$ cat src/rtl/byte_striping_n_if.sv
`default_nettype none
// ============================================================================
// Module   : byte_striping_n_if
// Purpose  : Bus bundle for the N-lane byte striper. Carries the word-input
//            valid/ready/flush handshake and the parallel lane-group output
//            valid/ready handshake.
// Ports    : master - environment side (drives words, flush, group_ready)
//            slave  - striper side (drives ready_out and the lane group)
// Revision : 1.0 - initial release
// ============================================================================
interface byte_striping_n_if #(
  parameter int unsigned DATA_W    = 32,
  parameter int unsigned NUM_LANES = 4
);
  logic [DATA_W-1:0]           data_in;
  logic                        valid_in;
  logic                        ready_out;
  logic                        flush_in;
  logic [NUM_LANES*DATA_W-1:0] lanes_out;
  logic [NUM_LANES-1:0]        lane_valid;
  logic                        group_valid;
  logic                        group_ready;

  modport master (
    output data_in, valid_in, flush_in, group_ready,
    input  ready_out, lanes_out, lane_valid, group_valid
  );

  modport slave (
    input  data_in, valid_in, flush_in, group_ready,
    output ready_out, lanes_out, lane_valid, group_valid
  );
endinterface
`default_nettype wire

$ cat src/rtl/byte_striping_n.sv
`default_nettype none
// ============================================================================
// Module   : byte_striping_n
// Purpose  : Distributes one DATA_W word per cycle round-robin over NUM_LANES
//            accumulator slots and hands each completed (or flushed partial)
//            group to a held valid/ready output stage. Unfilled lanes of a
//            flushed group carry PAD_WORD and are flagged in lane_valid.
// Ports    : clk         - single clock, all logic on posedge
//            reset       - synchronous active-high reset
//            bus         - word input handshake + lane group output handshake
//            lane_ptr    - next accumulator slot to fill
//            group_count - groups handed to the output, wraps mod 2^CNT_W
// Revision : 1.0 - initial release
// ============================================================================
module byte_striping_n #(
  parameter int unsigned       DATA_W    = 32,
  parameter int unsigned       NUM_LANES = 4,   // legal range 2..16
  parameter logic [DATA_W-1:0] PAD_WORD  = '0,
  parameter int unsigned       CNT_W     = 16
) (
  input  logic                         clk,
  input  logic                         reset,
  byte_striping_n_if.slave             bus,
  output logic [$clog2(NUM_LANES)-1:0] lane_ptr,
  output logic [CNT_W-1:0]             group_count
);

  localparam int unsigned PTR_W = $clog2(NUM_LANES);
  localparam logic [PTR_W-1:0] LAST_SLOT = PTR_W'(NUM_LANES - 1);

  // Accumulator and its per-slot filled flags
  logic [NUM_LANES-1:0][DATA_W-1:0] acc_q, acc_d, acc_cur;
  logic [NUM_LANES-1:0]             fill_q, fill_d, fill_cur;
  logic [PTR_W-1:0]                 ptr_q, ptr_d;
  // A completed group is waiting for the output stage to free up
  logic                             pending_q, pending_d;

  // Held output stage
  logic [NUM_LANES-1:0][DATA_W-1:0] lanes_q, lanes_d;
  logic [NUM_LANES-1:0]             lane_valid_q, lane_valid_d;
  logic                             group_valid_q, group_valid_d;
  logic [CNT_W-1:0]                 count_q, count_d;

  logic ready;
  logic accept;
  logic last_hit;
  logic flush_hit;
  logic complete;
  logic out_free;
  logic transfer;

  always_comb begin
    ready    = !reset && !pending_q;
    accept   = bus.valid_in && ready;

    // Accumulator view including a word accepted this cycle, so that a flush
    // in the same cycle closes the group with that word in it.
    acc_cur  = acc_q;
    fill_cur = fill_q;
    if (accept) begin
      acc_cur[ptr_q]  = bus.data_in;
      fill_cur[ptr_q] = 1'b1;
    end

    last_hit  = accept && (ptr_q == LAST_SLOT);
    // Flush is ignored while pending (ready is low, accumulator frozen) and
    // is a no-op on an empty accumulator.
    flush_hit = bus.flush_in && !pending_q && (|fill_cur);
    // last_hit and flush_hit together still describe a single group.
    complete  = last_hit || flush_hit;
    out_free  = !group_valid_q || bus.group_ready;
    transfer  = (complete || pending_q) && out_free;

    acc_d     = acc_cur;
    fill_d    = transfer ? '0 : fill_cur;
    pending_d = transfer ? 1'b0 : (pending_q || complete);

    ptr_d = ptr_q;
    if (transfer || last_hit) begin
      ptr_d = '0;
    end else if (accept) begin
      ptr_d = ptr_q + PTR_W'(1);
    end

    lanes_d       = lanes_q;
    lane_valid_d  = lane_valid_q;
    group_valid_d = group_valid_q;
    count_d       = count_q;
    if (transfer) begin
      for (int k = 0; k < NUM_LANES; k++) begin
        lanes_d[k] = fill_cur[k] ? acc_cur[k] : PAD_WORD;
      end
      lane_valid_d  = fill_cur;
      group_valid_d = 1'b1;
      count_d       = count_q + CNT_W'(1);
    end else if (group_valid_q && bus.group_ready) begin
      // Lane data is left as-is; only the qualifiers drop.
      lane_valid_d  = '0;
      group_valid_d = 1'b0;
    end
  end

  always_ff @(posedge clk) begin
    if (reset) begin
      acc_q         <= '0;
      fill_q        <= '0;
      ptr_q         <= '0;
      pending_q     <= 1'b0;
      lanes_q       <= '0;
      lane_valid_q  <= '0;
      group_valid_q <= 1'b0;
      count_q       <= '0;
    end else begin
      acc_q         <= acc_d;
      fill_q        <= fill_d;
      ptr_q         <= ptr_d;
      pending_q     <= pending_d;
      lanes_q       <= lanes_d;
      lane_valid_q  <= lane_valid_d;
      group_valid_q <= group_valid_d;
      count_q       <= count_d;
    end
  end

  assign bus.ready_out   = ready;
  assign bus.lanes_out   = lanes_q;
  assign bus.lane_valid  = lane_valid_q;
  assign bus.group_valid = group_valid_q;
  assign lane_ptr        = ptr_q;
  assign group_count     = count_q;

endmodule
`default_nettype wire

$ cat src/flat_wrapper.sv
// flat-port wrapper written by rule: the top's interface ports become plain ports
module byte_striping_n_flat 
#(
  parameter int unsigned       DATA_W    = 32,
  parameter int unsigned       NUM_LANES = 4,                       
  parameter logic [DATA_W-1:0] PAD_WORD  = '0,
  parameter int unsigned       CNT_W     = 16
)
  (clk, reset, lane_ptr, group_count, bus_data_in, bus_valid_in, bus_flush_in, bus_group_ready, bus_ready_out, bus_lanes_out, bus_lane_valid, bus_group_valid);
  byte_striping_n_if #(.DATA_W(DATA_W), .NUM_LANES(NUM_LANES)) bus_i ();
  input  logic clk;
  input  logic reset;
  output logic [$clog2(NUM_LANES)-1:0] lane_ptr;
  output logic [CNT_W-1:0] group_count;
  input wire logic [$bits(bus_i.data_in)-1:0] bus_data_in;
  input wire logic [$bits(bus_i.valid_in)-1:0] bus_valid_in;
  input wire logic [$bits(bus_i.flush_in)-1:0] bus_flush_in;
  input wire logic [$bits(bus_i.group_ready)-1:0] bus_group_ready;
  output wire logic [$bits(bus_i.ready_out)-1:0] bus_ready_out;
  output wire logic [$bits(bus_i.lanes_out)-1:0] bus_lanes_out;
  output wire logic [$bits(bus_i.lane_valid)-1:0] bus_lane_valid;
  output wire logic [$bits(bus_i.group_valid)-1:0] bus_group_valid;
  assign bus_i.data_in = bus_data_in;
  assign bus_i.valid_in = bus_valid_in;
  assign bus_i.flush_in = bus_flush_in;
  assign bus_i.group_ready = bus_group_ready;
  assign bus_ready_out = bus_i.ready_out;
  assign bus_lanes_out = bus_i.lanes_out;
  assign bus_lane_valid = bus_i.lane_valid;
  assign bus_group_valid = bus_i.group_valid;
  byte_striping_n #(.DATA_W(DATA_W), .NUM_LANES(NUM_LANES), .PAD_WORD(PAD_WORD), .CNT_W(CNT_W)) u_core (.clk(clk), .reset(reset), .bus(bus_i), .lane_ptr(lane_ptr), .group_count(group_count));
endmodule
$ cat config.mk
export PLATFORM = sky130hd
export DESIGN_NAME = byte_striping_n_flat
export DESIGN_NICKNAME = d
export VERILOG_FILES = /design/src/rtl/byte_striping_n_if.sv /design/src/rtl/byte_striping_n.sv /design/src/flat_wrapper.sv
export SDC_FILE = /design/constraint.sdc
export NUM_CORES = 1
export LEC_CHECK = 0
export CORE_MARGIN = 8
export CORE_UTILIZATION = 45
export CTS_CLUSTER_DIAMETER = 200
export DETAILED_ROUTE_END_ITERATION = 8
export GPL_ROUTABILITY_DRIVEN = 0
export PLACE_DENSITY = 0.8
export REMOVE_ABC_BUFFERS = 1
export SLEW_MARGIN = 15
export SYNTH_ARGS = -nofsm -noshare
export SYNTH_HDL_FRONTEND = slang
export SYNTH_SLANG_ARGS = --single-unit
$ cat constraint.sdc
create_clock -name clk -period 2.2 [get_ports clk]
set_input_delay 0.44 -clock clk [delete_from_list [all_inputs] [get_ports clk]]
set_output_delay 0.44 -clock clk [all_outputs]
set_load 0.01 [all_outputs]
; ---- Word level (Yosys, flattened, before mapping)
; Cells that the tools add are included.
[op_classes]
addsub = 2
n_lt_le_gt_ge = 2
eq_ne = 1
mux = 15
n_bitwise = 1
reduce_logical = 19
[op_table]
columns = op, count
row1 = 2-to-1 mux 32 bit, 5
row2 = bitwise mux 128 bit, 1
row3 = 2-to-1 mux 128 bit, 1
row4 = demux 32 bit (select 2 bit), 1
row5 = "adder 16 x 1 -> 16 bit, second input constant", 1
row6 = 2-to-1 mux 4 bit, 3
row7 = logical AND 1 bit, 8
row8 = logical OR 1 bit, 4
row9 = OR 4 bit, 1
row10 = OR reduction 2 bit, 2
row11 = OR reduction 4 bit, 1
row12 = logical NOT 1 bit, 3
row13 = "< comparator 2 x 3 -> 1 bit, second input constant", 1
row14 = 2-to-1 mux 1 bit, 3
row15 = "adder 2 x 1 -> 2 bit, second input constant", 1
row16 = demux 1 bit (select 2 bit), 1
row17 = "equality test 2 bit, second input constant", 1
row18 = ">= comparator 2 x 1 -> 1 bit, second input constant", 1
row19 = nonzero test 2 bit, 1
[word_totals]
regBits = 284
input_bits = 37
output_inout_bits = 152
word_cells = 54

; ---- Logic depth before layout (Yosys ltp)
[logic_depth]
ltp_word = 13
ltp_mapped = 8
ltp_nobuf = 6

; ---- Least setup slack after synthesis
; No wires, ideal clock.
[synth_path]
path_kind = input port to flip-flop
start = input port reset
end = register u_core.count_q[10] (netlist: u_core.group_count[10])
setup_ns = 0.123
arrival_time_ns = 2.025
t_required_ns = 2.077
slack_ns = 0.052
cell_stages = 7
n_path_buf = 2
path_cell_list = buf_2 > nor3b_4 > a21oi_2 > and4_1 > buf_2 > o32ai_1 > mux2_1
[synth_between]
elab_chain_len = 9
word_cells_on_any_way = 10
classes_between = mux (1) / reduce/logical (9)
[synth_rtl]
columns = item, line
row1 = "start, declared", flat_wrapper.sv:12  ; input logic reset;
row2 = logical NOT 1 bit, byte_striping_n.sv:53  ; ready = !reset && !pending_q;
row3 = logical AND 1 bit, byte_striping_n.sv:53
row4 = logical AND 1 bit, byte_striping_n.sv:54  ; accept = bus.valid_in && ready;
row5 = 2-to-1 mux 4 bit, byte_striping_n.sv:60  ; if (accept) begin
row6 = OR reduction 4 bit, byte_striping_n.sv:68  ; flush_hit = bus.flush_in && !pending_q && (|fill_cur);
row7 = logical AND 1 bit, byte_striping_n.sv:68
row8 = logical OR 1 bit, byte_striping_n.sv:70  ; complete = last_hit || flush_hit;
row9 = logical OR 1 bit, byte_striping_n.sv:72  ; transfer = (complete || pending_q) && out_free;
row10 = logical AND 1 bit, byte_striping_n.sv:72
row11 = "end signal, assigned", byte_striping_n.sv:121  ; count_q <= count_d;
row12 = "end, declared", byte_striping_n.sv:42  ; logic [CNT_W-1:0] count_q, count_d;
; Parallel ways exist; a longest one is shown, timed or not.
; A chain may end at the register's enable or synchronous reset.

; ---- Worst setup path after layout
[layout_path]
start = register u_core.ptr_q[0] (netlist: u_core.lane_ptr[0])
end = register u_core.lanes_q (netlist bit u_core.bus.lanes_out[4])
[layout_between]
elab_chain_len = 11
word_cells_on_any_way = 19
classes_between = order compare (2) / eq/ne (1) / mux (8) / bitwise (1) / reduce/logical (7)
[layout_rtl]
columns = item, line
row1 = "start, declared", byte_striping_n.sv:34  ; logic [PTR_W-1:0] ptr_q, ptr_d;
row2 = "start signal, assigned", byte_striping_n.sv:116  ; ptr_q <= ptr_d;
row3 = < comparator 2 x 3 -> 1 bit (implied by the code) / >= comparator 2 x 1 -> 1 bit (equally long branches), "byte_striping_n.sv:61, byte_striping_n.sv:62"
row4 = logical AND 1 bit (implied by the code), "byte_striping_n.sv:61, byte_striping_n.sv:62"
row5 = 2-to-1 mux 1 bit (implied by the code), byte_striping_n.sv:62  ; fill_cur[ptr_q] = 1'b1;
row6 = demux 1 bit (select 2 bit), n/a
row7 = OR 4 bit (no line), n/a
row8 = 2-to-1 mux 4 bit, byte_striping_n.sv:60
row9 = OR reduction 4 bit, byte_striping_n.sv:68
row10 = logical AND 1 bit, byte_striping_n.sv:68
row11 = logical OR 1 bit, byte_striping_n.sv:70
row12 = logical OR 1 bit, byte_striping_n.sv:72
row13 = logical AND 1 bit, byte_striping_n.sv:72
row14 = "end signal, assigned", byte_striping_n.sv:118  ; lanes_q <= lanes_d;
row15 = "end, declared", byte_striping_n.sv:39  ; logic [NUM_LANES-1:0][DATA_W-1:0] lanes_q, lanes_d;
; Parallel ways exist; a longest one is shown, timed or not.

==> results.py <==
metrics = {
    "layout": {
        "final_common_cell": "dfxtp_1",
        "diodes": 0,
        "final_nets": 1305,
        "final_area_mm2": 0.0136,
        "final_util_pct": 62.7,
        "final_cells": 1561,
        "area_growth_pct": 38.4,
        "final_cell_mix": "282 x dfxtp_1, 275 x nand2_1, 187 x clkdlybuf4s50_1",
        "layout-drive-gt1-share_pct": 11.6,
    },
    "place": {
        "dp_cells": 1510,
        "postPlaceCellArea_mm2": 0.0126,
        "post-dp-hpwl_um": 19200,
        "pre_cts_ws_ps": -364,
        "portBuffers": 188,
    },
    "global_route": {
        "track_usage_pct": 21.2,
        "grt_pass1_wl_um": 46100,
        "grt_max_degree": 159,
        "grt_overflow": 0,
        "antenna_found_initial": 0,
        "first_global_vias": 8505,
    },
    "flow_run": {
        "maxCapViolCount": 0,
    },
    "worst_setup_path": {
        "cp_max_fo": 8,
        "critPathKind": "register to register",
        "endpoint_kind": "register",
        "required_ps": 2670,
        "arrival_ps": 2590,
        "start_kind": "register",
    },
    "timing": {
        "fin_ws_ps": 75.7,
        "min_period_over_period_pct": 96.6,
        "setup_viol": 0,
        "hold_viol": 0,
        "fmax_ghz": 0.471,
        "final_max_slew_viol_count": 0,
        "fin_crit_ps": 2120,
        "worst_pin_slew_ps": 748,
        "fin_skew_ps": 13.5,
        "relSlewSlack_pct": 50.1,
    },
    "clocking": {
        "root_buffer": "clkbuf_16",
        "cts.clk_slew.worst_paths_ps": 60,
        "cts_tree": "yes",
        "clock-sinks": 284,
        "insertion_delay_ps": 540,
        "htree_levels": 1,
        "cts_buffers": 28,
        "cts_buffer_depth": 3,
        "cts-hold-fix-buffers": 0,
    },
    "run_status": {
        "status": "complete, no violations",
    },
    "synthesis": {
        "synth.distinct_cells": 44,
        "synth_enable_flop_cells": 0,
        "yosysSeqAreaShare_pct": 58.1,
        "syn_avg_cell_area_um2": 9.41,
        "syn_inst": 1041,
        "yosysWarnings": 0,
        "synthFlopType": "dfxtp_1",
        "ys_ff_latch": 284,
        "synthArstFlopShare_pct": 0,
        "synth_area_mm2": 0.00979,
    },
    "floorplan": {
        "coreArea_mm2": 0.0216,
        "rows": 54,
        "initial_core_util_pct": 45.3,
        "dieArea_mm2": 0.0267,
        "io_pins": 189,
        "die_w_um": 164,
        "dieHeight_um": 164,
    },
    "route": {
        "drc": 0,
        "post_drt_wl_per_cell_um": 18.9,
        "antenna_left": 0,
        "drt_iter0_drc": 605,
        "num_vias": 8532,
        "finalWirelength_um": 29500,
        "drt_pass1_iterations": 5,
        "via_per_inst": 5.47,
    },
    "worst_hold_path": {
        "hold_class": "register to register",
    },
    "pwr": {
        "power.total_uw": 11100,
        "power.density_mw_per_mm2": 822,
        "peakVddDrop_v": 0.000658,
        "cellLeakagePower_uw": 0.00496,
    },
}
synthesized netlist by cell type, types with 2 or more instances:
cell type	n	area share (%)
a22o_1	132	12
nor4_1	2	0.13
a21oi_2	4	0.36
nand4_1	9	0.57
buf_2	18	0.92
o311ai_1	2	0.18
a21oi_1	133	6.8
nor3b_1	2	0.15
buf_4	2	0.15
a31oi_1	3	0.19
o211ai_1	5	0.38
nand2_1	276	11
inv_1	4	0.15
nand3_1	12	0.61
a22oi_1	4	0.31
nor3_1	8	0.41
clkbuf_1	58	2.2
mux2_1	9	1.0
nor2b_1	14	0.89
and4_1	3	0.27
o21ai_1	3	0.15
ha_1	5	0.64
or3_1	2	0.13
nor2_1	25	0.96
dfxtp_1	284	58
and2_1	4	0.26
where the power goes:
group	switching (µW)	internal [µW]
sequential	65.5	5270
combinational	657	482
clock	1930	2740
total	2650	8490
final cells by class:
type / count / area, µm²
Tap cell: 280 / 350
Sequential cell: 284 / 5690
Fill cell: 1787 / 8060
Inverter: 5 / 18.8
Clock buffer: 41 / 800
Clock inverter: 7 / 100
Timing Repair Buffer: 270 / 2750
Multi-Input combinational cell: 674 / 3840
sequential cells by signal (all words and copies together), names as in the netlist:
register,flops
u_core.fill_q,4
u_core.acc_q,128
u_core.pending_q,1
u_core.bus.lane_valid,4
u_core.lane_ptr,2
u_core.bus.lanes_out,128
u_core.bus.group_valid,1
u_core.group_count,16
critical path, cell delays in order (launching register included):
cell and delay, ps:
dfxtp_4 360, inv_1 60, ha_2 200, a21oi_2 190, buf_4 160, nand4_4 120, a311oi_4 390, buf_6 170
clkbuf_16 150, buf_4 130, a22o_1 130
routing by layer:
metal / GRT usage [%] / wire, µm
met5: 0 / 0
met4: 6.94 / 784
met3: 4.56 / 2360
met2: 35.5 / 13900
met1: 26.7 / 12500
cell families (layout without fill, tap and decap cells):
group | after synthesis | count (layout) | share of synthesized area (%)
and+or+nand+nor | 362 | 362 | 15.5
AOI/OAI and AO/OA | 297 | 297 | 21.2
DFF | 284 | 284 | 58.1
buffers and inverters | 83 | 323 | 3.49
muxes | 10 | 10 | 1.14
adders and majority gates | 5 | 5 | 0.639
through the flow:
stage / setup TNS [ps] / hold slack, ps
2_1_floorplan: -469990 / 432
3_3_place_gp: -32710 / 445
3_5_place_dp: -40270 / 451
4_1_cts: 0 / 456
5_1_grt: -184 / 475
6_report: 0 / 458
worst paths after layout:
check | start | endpoint | slack, ps | depth (start not counted)
setup reg to reg | u_core.lane_ptr[0] | u_core.bus.lanes_out[4] | 80 | 10
hold reg to reg | u_core.acc_q[112] | u_core.acc_q[112] | 460 | 2
hold / removal | u_core.acc_q[112] | u_core.acc_q[112] | 460 | 2
setup / recovery | u_core.lane_ptr[0] | u_core.bus.lanes_out[4] | 80 | 10
repair_timing:
item,CTS,global route
endpoints found under the setup margin,0,121
gates resized for setup,0,11
buffers inserted,0,2
No activity file was read; power rests on OpenSTA's default activity.
==> variant 1, RTL diff (config.mk and constraints unchanged) <==
`CNT_W` is set to 16 in 2 places; all go to 32.
--- a/src/rtl/byte_striping_n.sv
+++ b/src/rtl/byte_striping_n.sv
@@ -18,3 +18,3 @@
   parameter logic [DATA_W-1:0] PAD_WORD  = '0,
-  parameter int unsigned       CNT_W     = 16
+  parameter int unsigned       CNT_W     = 32
 ) (
--- a/src/flat_wrapper.sv
+++ b/src/flat_wrapper.sv
@@ -6,3 +6,3 @@
   parameter logic [DATA_W-1:0] PAD_WORD  = '0,
-  parameter int unsigned       CNT_W     = 16
+  parameter int unsigned       CNT_W     = 32
 )
Ports: changed (resized group_count); port bits go from 189 to 205. The function was not compared with the original's and may differ.
==> variant 1 against the original RTL <==
  * The flow now finishes with violations (negative setup slack)
  * Worst setup slack got worse by 0.40 ns
  * Wire length up 15%
  * Combinational power rose by 13%
  * Sequential share of layout area decreased by 1.8 points
  * Final area rose by 10%
  * Critical path depth stayed put
  * Sequential cell count rose by 16
  * Sequential power is 4.1% higher
  * Non-clock buffer count is 28 higher
  * Power rose by 5.3%
  * Via count grew 6.9%
  * Area after synthesis up 6.3%
==> variant 1: results (changes against the original RTL) <==
failing checks=negative setup slack; hpwl dp=20090 um (+4.5%); max incr delay on CP=0.51 ns (+0.12 ns); CTS Buf Count=29 (+3.6%); mux cell area share after synthesis=0.09611% (-1.0 points); Max Used Layer=met5; worst-margin pin slew=0.8046 ns (+0.05617 ns); post-placement cell area=13240 sq um (+5.2%); post-CTS sizing=52 (+52); multi-input gates=699 (+3.7%); Non-CTS buffers=298 (+10%); setup tns final=-41.77 ns (-41.77 ns); top cells by area, synth=dfxtp_1 (58%), a22o_1 (11%), nand2_1 (9.5%); pin count of the biggest net entering global routing=166 (+4.4%); routed wl met3=2865 um (+21%); Synth Area in XOR/XNOR=2.271% (+2.3 points); CP max FO=6 (-2); setup bufs post-CTS=15 (+15); clk sink count=300 (+5.6%); Setup WS post-layout=-0.3259 ns (-0.4016 ns); DRT iter0 DRCs=668 (+10%); post-synthesis compound-gate area fraction=20.57% (-0.63 points); adder-cell share of the synthesized area=0.6007% (-0.038 points); met1 WL=14120 um (+13%); Mean Syn Cell Area=9.581 sq um (+1.8%); IO Port Bufs=204 (+8.5%); Seq/Total Area, Yosys=57.66% (-0.39 points); die area=28270 sq um (+5.7%); antenna fix cells=1 (+1); Worst EP arrival=2.92 ns (+0.33 ns); HP Class=primary input to flop; status=complete, but fails checks; post-DR wirelength/cell=20.74 um (+9.8%); slowest stage cell, crit path=o41a_1; GR Layer Usage met3=5.589% (+1.0 points); Final non-clock buffer share=22.76% (+2.4 points); routed vias/inst=5.560 (+1.7%); GRT met1 Usage=28.28% (+1.6 points); first-pass GRT wire length=51350 um (+11%); vias in the first global route=9189 (+8.0%); pre-CTS WS=-0.7464 ns (-0.3819 ns); Finish-stage setup viols=171 (+171); FILL cells=1681 (-5.9%); fraction of area in multi-input gates=28.19% (-0.14 points); share of cells above drive strength 1=14.10% (+2.5 points); final WL=34030 um (+15%); Cell variety after synth=40 (-9.1%); Pwr Density=784.0 nW/um^2 (-4.6%); Commonest cells post-synth=dfxtp_1 (300), nand2_1 (264), a21oi_1 (138); DP Cell Count=1560 (+3.3%); total global-route track usage=22.31% (+1.1 points)
variant 1: cell types whose count changed after synthesis, moves of 9 or more:
cell	change
o2111ai_1	+14
buf_8	+9
dfxtp_1	+16
nor2b_1	-13
and3_1	+10
nand2_1	-12
nor2_1	+17
xor2_1	+25
mux2_1	-9
buf_2	-11
variant 1: where the power goes:
| part | leakage (uW) | switching (uW) | total (uW) | internal (uW) |
|---|---|---|---|---|
| logic | 0.00254 | 659 | 1290 | 627 |
| clock network | 0.000472 | 2110 | 4900 | 2790 |
| registers | 0.00242 | 43.3 | 5550 | 5510 |
| total | 0.00544 | 2810 | 11700 | 8930 |
variant 1: worst paths after layout:
kind / startpoint / to / slack (ns) / depth (start not counted)
max: u_core.lane_ptr[0] / u_core.group_count[18] / -0.33 / 10
min: reset / u_core.acc_q[121] / 0.32 / 4
max reg2reg: u_core.lane_ptr[0] / u_core.group_count[18] / -0.33 / 10
min reg2reg: u_core.acc_q[121] / u_core.acc_q[121] / 0.46 / 2
==> variant 2, RTL diff (same settings) <==
Without the edit above. Make the reset (`reset`) asynchronous in one clocked block. Comments in the files are not updated.
--- a/src/rtl/byte_striping_n.sv
+++ b/src/rtl/byte_striping_n.sv
@@ -102,3 +102,3 @@
 
-  always_ff @(posedge clk) begin
+  always_ff @(posedge clk or posedge reset) begin
     if (reset) begin
Formal check against the unedited RTL: differs if reset is asserted again (counterexample within 4 cycles, from zero or initial values and one cycle with reset high); with reset held inactive, the same outputs for 4 cycles.
==> variant 2 against the original RTL <==
  * The flow now finishes with violations (negative setup slack)
  * Cell count fell by 8.9%
  * Final area rose by 19%
  * Largest cell class unchanged
  * Via count rose by 3.4%
  * Non-clock buffer count fell by 17
  * Sequential cell count did not move
  * Area after synthesis rose by 24%
  * Worst setup slack got worse by 0.27 ns
  * Count of clock-buffer cells in the layout rose by 4
  * Wire length rose by 12%
Power is not compared: it rests on default switching activity, and its combinational part moved more than twofold at a synthesized area within 25%.
==> variant 2: results (changes against the original RTL) <==
status=complete, but fails checks; post-synthesis compound-gate area fraction=21.37% (+0.17 points); Non-CTS buffers=253 (-6.3%); mux cell area share after synthesis=11.97% (+11 points); GR Layer Usage met3=3.286% (-1.3 points); pre-CTS WS=-0.6149 ns (-0.2505 ns); failing checks=negative setup slack; cell count after synthesis=862 (-17%); share of cells above drive strength 1=25.25% (+14 points); met2 WL=16080 um (+16%); fraction of area in multi-input gates=29.34% (+1.0 points); via count=8819 (+3.4%); post-CTS sizing=38 (+38); Finish-stage setup viols=149 (+149); final std cells w/o fill=1422 (-8.9%); Multi-input gate area=4721 sq um (+23%); routed wl met3=1943 um (-18%); top cells by area, synth=dfrtp_1 (59%), mux2_2 (12%), a221o_1 (11%); fin nets=1101 (-16%); Commonest cells post-synth=dfrtp_1 (284), a221o_1 (128), mux2_2 (128), o22a_1 (128), clkbuf_1 (56); total global-route track usage=19.61% (-1.6 points); Setup WS post-layout=-0.1989 ns (-0.2746 ns); met2 global-route usage=32.80% (-2.7 points); sequential share of cell area=44.18% (+2.2 points); async set-reset flop share out of synthesis=100.0% (+100 points); vias in the first global route=9106 (+7.1%); Cell variety after synth=41 (-6.8%); critical path's top delay family=simple AND/OR/NAND/NOR gates; total of clock buffers placed in the layout=45 (+9.8%); multi-input gates=484 (-28%); die area=32470 sq um (+21%); FILL cells=2028 (+13%); worst-margin pin slew=0.7970 ns (+0.04853 ns)
==> variant 2: cell types whose count changed after synthesis, moves of 12 or more <==
cell,delta
buf_2,-14
nand2_1,-270
buf_6,+15
o22a_1,+128
a22o_1,-132
dfxtp_1,-284
a21oi_1,-129
xnor2_1,+12
buf_1,+13
a221o_1,+128
dfrtp_1,+284
mux2_2,+128
==> variant 2: worst paths after layout <==
| kind | slack [ns] | endpoint | cells past startpoint | startpoint |
|---|---|---|---|---|
| setup / recovery | -0.20 | u_core.bus.lanes_out[92] | 8 | u_core.lane_ptr[0] |
| max in group asynchronous | 0.76 | u_core.bus.lanes_out[44] | 5 | reset |
| min in group asynchronous | 0.77 | u_core.bus.group_valid | 5 | reset |
| hold / removal | 0.46 | u_core.group_count[15] | 1 | u_core.group_count[15] |
| setup reg to reg | -0.20 | u_core.bus.lanes_out[92] | 8 | u_core.lane_ptr[0] |
| hold reg to reg | 0.46 | u_core.group_count[15] | 1 | u_core.group_count[15] |
